### src/rtl/imem_pkg.sv
`default_nettype none
// +------------------------------------------------------------------+
// | imem_pkg: shared instruction-memory geometry and loader states   |
// | Rev 1.0                                                          |
// +------------------------------------------------------------------+
package imem_pkg;

  localparam int IMEM_AW    = 10;
  localparam int IMEM_DW    = 16;
  localparam int IMEM_DEPTH = 1000;

  typedef enum logic [2:0] {
    IDLE = 3'd0,
    HI   = 3'd1,
    LO   = 3'd2,
    WR   = 3'd3,
    FIN  = 3'd4,
    ERR  = 3'd5
  } loader_state_t;

endpackage
`default_nettype wire

### src/rtl/imem_word_assembler.sv
`default_nettype none
// +------------------------------------------------------------------+
// | imem_word_assembler: high/low byte pair register, high byte first|
// | Rev 1.0                                                          |
// +------------------------------------------------------------------+
module imem_word_assembler
  import imem_pkg::*;
#(
  parameter int DW = IMEM_DW
) (
  input  logic          clk,
  input  logic          rst,
  input  logic          load_hi,
  input  logic          load_lo,
  input  logic [7:0]    byte_data,
  output logic [DW-1:0] word,
  output logic          word_valid
);

  logic [7:0] hi_byte;
  logic [7:0] lo_byte;

  // word_valid marks the single cycle right after the low byte lands
  always_ff @(posedge clk) begin
    if (rst) begin
      hi_byte    <= '0;
      lo_byte    <= '0;
      word_valid <= 1'b0;
    end else begin
      if (load_hi) hi_byte <= byte_data;
      if (load_lo) lo_byte <= byte_data;
      word_valid <= load_lo;
    end
  end

  assign word = {hi_byte, lo_byte};

endmodule
`default_nettype wire

### src/rtl/imem_loader.sv
`default_nettype none
// +------------------------------------------------------------------+
// | imem_loader: byte-stream writer for the instruction memory       |
// | Rev 1.0                                                          |
// +------------------------------------------------------------------+
module imem_loader
  import imem_pkg::*;
#(
  parameter int AW    = IMEM_AW,
  parameter int DW    = IMEM_DW,
  parameter int DEPTH = IMEM_DEPTH
) (
  input  logic          clk,
  input  logic          rst,
  input  logic          start,
  input  logic [AW-1:0] base_addr,
  input  logic [AW-1:0] word_count,
  input  logic [7:0]    in_data,
  input  logic          in_valid,
  output logic          in_ready,
  output logic          wr_en,
  output logic [AW-1:0] wr_addr,
  output logic [DW-1:0] wr_data,
  output logic          busy,
  output logic          done,
  output logic          error
);

  localparam logic [AW:0] DEPTH_W = (AW+1)'(DEPTH);

  loader_state_t state, state_next;
  logic [AW-1:0] addr;
  logic [AW-1:0] remaining;
  logic [AW:0]   addr_inc;
  logic          load_hi, load_lo, capture, step;
  logic [DW-1:0] word;
  logic          word_valid;

  imem_word_assembler #(.DW(DW)) u_asm (
    .clk        (clk),
    .rst        (rst),
    .load_hi    (load_hi),
    .load_lo    (load_lo),
    .byte_data  (in_data),
    .word       (word),
    .word_valid (word_valid)
  );

  // One extra bit so the overflow test sees DEPTH itself, never a wrapped value
  assign addr_inc = {1'b0, addr} + (AW+1)'(1);

  always_ff @(posedge clk) begin
    if (rst) state <= IDLE;
    else     state <= state_next;
  end

  always_ff @(posedge clk) begin
    if (rst) begin
      addr      <= '0;
      remaining <= '0;
    end else if (capture) begin
      addr      <= base_addr;
      remaining <= word_count;
    end else if (step) begin
      addr      <= addr_inc[AW-1:0];
      remaining <= remaining - AW'(1);
    end
  end

  always_comb begin
    state_next = state;
    in_ready   = 1'b0;
    wr_en      = 1'b0;
    wr_addr    = '0;
    wr_data    = '0;
    busy       = 1'b0;
    done       = 1'b0;
    error      = 1'b0;
    load_hi    = 1'b0;
    load_lo    = 1'b0;
    capture    = 1'b0;
    step       = 1'b0;
    case (state)
      IDLE: begin
        if (start) begin
          if (word_count == '0)                 state_next = FIN;
          else if ({1'b0, base_addr} >= DEPTH_W) state_next = ERR;
          else begin
            capture    = 1'b1;
            state_next = HI;
          end
        end
      end
      HI: begin
        busy     = 1'b1;
        in_ready = 1'b1;
        if (in_valid) begin
          load_hi    = 1'b1;
          state_next = LO;
        end
      end
      LO: begin
        busy     = 1'b1;
        in_ready = 1'b1;
        if (in_valid) begin
          load_lo    = 1'b1;
          state_next = WR;
        end
      end
      WR: begin
        busy    = 1'b1;
        wr_en   = word_valid;
        wr_addr = addr;
        wr_data = word;
        step    = 1'b1;
        if (remaining == AW'(1))     state_next = FIN;
        else if (addr_inc >= DEPTH_W) state_next = ERR;
        else                          state_next = HI;
      end
      FIN:     begin done  = 1'b1; state_next = IDLE; end
      ERR:     begin error = 1'b1; state_next = IDLE; end
      default: state_next = IDLE;
    endcase
    // Reset silences everything in the very cycle it is asserted
    if (rst) begin
      in_ready = 1'b0;
      wr_en    = 1'b0;
      wr_addr  = '0;
      wr_data  = '0;
      busy     = 1'b0;
      done     = 1'b0;
      error    = 1'b0;
      load_hi  = 1'b0;
      load_lo  = 1'b0;
      capture  = 1'b0;
      step     = 1'b0;
    end
  end

endmodule
`default_nettype wire

### config.mk
export PLATFORM = sky130hd
export DESIGN_NAME = imem_loader
export DESIGN_NICKNAME = d
export VERILOG_FILES = /design/src/rtl/imem_pkg.sv /design/src/rtl/imem_word_assembler.sv /design/src/rtl/imem_loader.sv
export SDC_FILE = /design/constraint.sdc
export NUM_CORES = 1
export LEC_CHECK = 0
export ABC_CLOCK_PERIOD_IN_PS = 3100
export BUFFER_PORTS_ARGS = -buffer_cell sky130_fd_sc_hd__buf_2
export CORE_ASPECT_RATIO = 2
export CORE_MARGIN = 5
export CORE_UTILIZATION = 50
export CTS_CLUSTER_DIAMETER = 60
export DETAILED_ROUTE_END_ITERATION = 16
export PLACE_DENSITY = 0.86
export SLEW_MARGIN = 20
export SYNTH_ARGS = -nofsm -noshare
export SYNTH_HDL_FRONTEND = slang
export SYNTH_SLANG_ARGS = --single-unit
### constraint.sdc
create_clock -name clk -period 3.1 [get_ports clk]
set_input_delay 0.31 -clock clk [delete_from_list [all_inputs] [get_ports clk]]
set_output_delay 0.31 -clock clk [all_outputs]
set_load 0.05 [all_outputs]
==> summary.md <==
| Metric | Value |
|---|---|
| CP arrival | approximately 2.2 ns |
| Post-layout minimum cycle time | 2.49 ns |
| CP max stage cell | nand3b_1 |
| Cell accounting for the most synthesized area | dfxtp_1 |
| Final period util | 80.3% |
| Root buf cell | clkbuf_8 |
| CP Data Required Time | 2.79 ns |
| Port-buffer cells | 62 |
| Skew final | approximately 0.0056 ns |
| HP Start | in_data[0] |
| Hold_buf cts | 0 |
| Avg Cell Area, Syn | 8.14 um2 |
| Area after DPL | about 2600 um2 |
| Mapped Area | around 2400 um2 |
| Drt pass-1 iters | 5 |
| Cell area after layout | 2720 um2 |
| Final Setup Violations | 0 |
| GR Layer Usage met3 | 4.56% |
| Unrepaired setup endpoints after global routing | false |
| Total grt overflow | 0 |
| CTS Buffer Depth | 2 |
| Routed Antenna Nets | 0 |
| Antenna violations before repair | 0 |
| Drt first-iter violations | 105 |
| Top FF cell, synth | dfxtp_1 |
| Most frequent cells after synthesis | 40 x dfxtp_1, 25 x o21ai_0, 23 x a21oi_1 |
| Gr usage total | 20.1% |
| DR DRC count | 0 |
| M2 GR Usage | 38.4% |
| Dpl hpwl | 4500 um |
| Post-CTS setup buffers | 0 |
| N_diodes | 0 |
| Crit-path max cell delay | 0.64 ns |
| Final worst setup slack | between 0.6 and 0.7 ns |
| Total clock sinks | 40 |
| EDFF count, synth | 0 |
| CP Max Fanout | 22 |
| Leak | around 1.1 nW |
| CTS resizes | 0 |
| Nets | 374 |
| Max Cap Violations | 0 |
| Total power | 1.08 mW |
| Final wirelength | 6240 um |
| Seq cells post-synth | 40 |
| DR vias/cell | 6.03 |
| TritonCTS clock tree | built |
| # fillers | 469 |
| GP Congestion | 0.813 |
| Drt wl/cell | 15.8 um |
| Area of the multi-input gates | about 1400 um2 |
| Most numerous cell in the Yosys netlist | dfxtp_1 |
| Sequential area share after synthesis | 33.5% |
| Num CTS Buffers | 5 |
| Vias | 2376 |
| First-pass GRT wire length | 9940 um |
| Slew @ Worst Pin | 0.836 ns |
| CP startpoint kind | register |
| Share of the synthesized area in the top cell type | around 33% |
| Core area | 4640 um2 |
| Post-synth ARST share | 0% |
| Core Rows | 35 |
| Setup CP Type | reg2out |
| Chip height | 108 um |
| Hold crit path type | in2reg |
| Total negative slack | 0 ns |
| Vias in the first global route | 2305 |
| Synth unique cells | 57 |
| Most used routing layer | met2 |
| Max H-tree Level | 2 |
| Clock Latency Late Sink | 0.30 ns |
| Mapped Nets | 329 |
| Largest cells by area after synthesis | dfxtp_1 33%, nor3b_1 6.0%, nand3b_1 5.3% |
| Pwr Density | 397 nW/um2 |
| Synthesis-to-finish area growth | 13.7% |
| Post-Synthesis Cells | 294 |
| Fmax | 402 MHz |
| Layout cells sized above 1 | 25.4% |
| Clock transition at the registers of the reported paths | roughly 0.080 ns |
| Die area | 6350 um2 |
| Max VDD drop | 0.326 mV |
| Outcome | finished, final reports clean |
| IO Pins | 63 |
| Final Hold Viols | 0 |
| Crit. End Element | output port |
| Final Max Tran Viols | 0 |
| Storage cell area | 801 um2 |
| Largest net degree at the start of global routing | 58 |
| Die X | between 50 and 60 um |
| Setup crit start | state[0]$_SDFFE_PP0P_ |
| Met1 Use GR | a little under a fifth |
| Worst slew margin | 44.1% |
| YS warnings | 0 |
| Post-layout util | 58.7% |
| Initial Utilization | 51.6% |
| FF-to-FF Start | state[0]$_SDFFE_PP0P_ |
| CP Cell Sequence | nand3b_1 > nor3b_1 > buf_2 |
| Worst slack, placed | 0.918 ns |
registers in the layout (all words and copies together) (netlist names):
register and count:
addr 10, u_asm.hi_byte 8, u_asm.word_valid 1, u_asm.lo_byte 8, state 3, remaining 10
cells by family (layout without fill, tap and decap cells):
logic type | after synthesis | count (layout) | share of synthesized area [%]
fa+ha+maj | 3 | 3 | 1.57
buf+inv | 38 | 83 | 8.00
flops | 40 | 40 | 33.5
simple gates | 126 | 126 | 32.6
xor+xnor | 3 | 3 | 1.10
compound gates | 84 | 84 | 23.3
report_power, final:
group / internal [mW] / switching (mW)
sequential: 0.540 / 0.0349
combinational: 0.0696 / 0.102
clock: 0.152 / 0.183
total: 0.762 / 0.320
layer usage:
layer,routed length [um],vias to the layer above,part of all wire [%]
met1,2180,1128,35
met4,191,0,3.1
met2,3510,77,56
met3,358,16,5.7
met5,0,-,0
li1,-,1155,-
area by class of cell:
| class | instances | share of cell area (%) |
|---|---|---|
| multi-input combinational | 216 | 51.5 |
| sequential | 40 | 29.4 |
| timing repair buffer | 64 | 11.9 |
| clock buffer | 5 | 2.53 |
| tap | 55 | 2.53 |
| inverter | 12 | 1.65 |
| clock inverter | 2 | 0.460 |
critical path, delay by kind of cell, from the launching register on:
family,cells,cell delay (ns)
buffers and inverters,1,0.31
AND/OR/NAND/NOR,2,1.02
flip-flops,1,0.55
worst paths after layout:
check                                                     end  slack (ns)  cells after the start
worst min register to register  u_asm.hi_byte[2]$_SDFFE_PP0P_        0.49                      2
worst max register to register      remaining[3]$_SDFFE_PP0P_        0.92                      4
worst max-delay path                               wr_data[3]        0.61                      3
worst min-delay path            u_asm.hi_byte[0]$_SDFFE_PP0P_        0.27                      3
cell usage in the layout, fill, tap and decap left out, types with 2 or more instances in the layout:
master,n
nor3b_1,19
a41o_1,2
a21oi_1,23
a2bb2oi_1,2
or3_1,2
a31oi_1,7
buf_2,62
o311ai_0,3
and2_1,11
buf_4,2
xnor2_1,3
nor2_1,22
o21ai_0,25
nand4_1,2
o211ai_1,2
nor4_1,2
nand3_1,13
inv_1,12
dfxtp_1,40
and3_1,5
a21oi_2,4
ha_1,3
nand2_1,12
nand3b_1,17
nor2b_1,3
a22o_1,2
nor3_1,5
nor4_2,2
clkbuf_8,5
a22oi_1,2
per-stage QoR:
stage                     hold WS [ns]  cells
after detailed placement         0.471    387
after CTS                        0.269    394
after global routing             0.280    394
after floorplan                  0.446    294
after global placement           0.462    387
final                            0.275    394
Note: power is estimated with default switching activity, not from simulation.
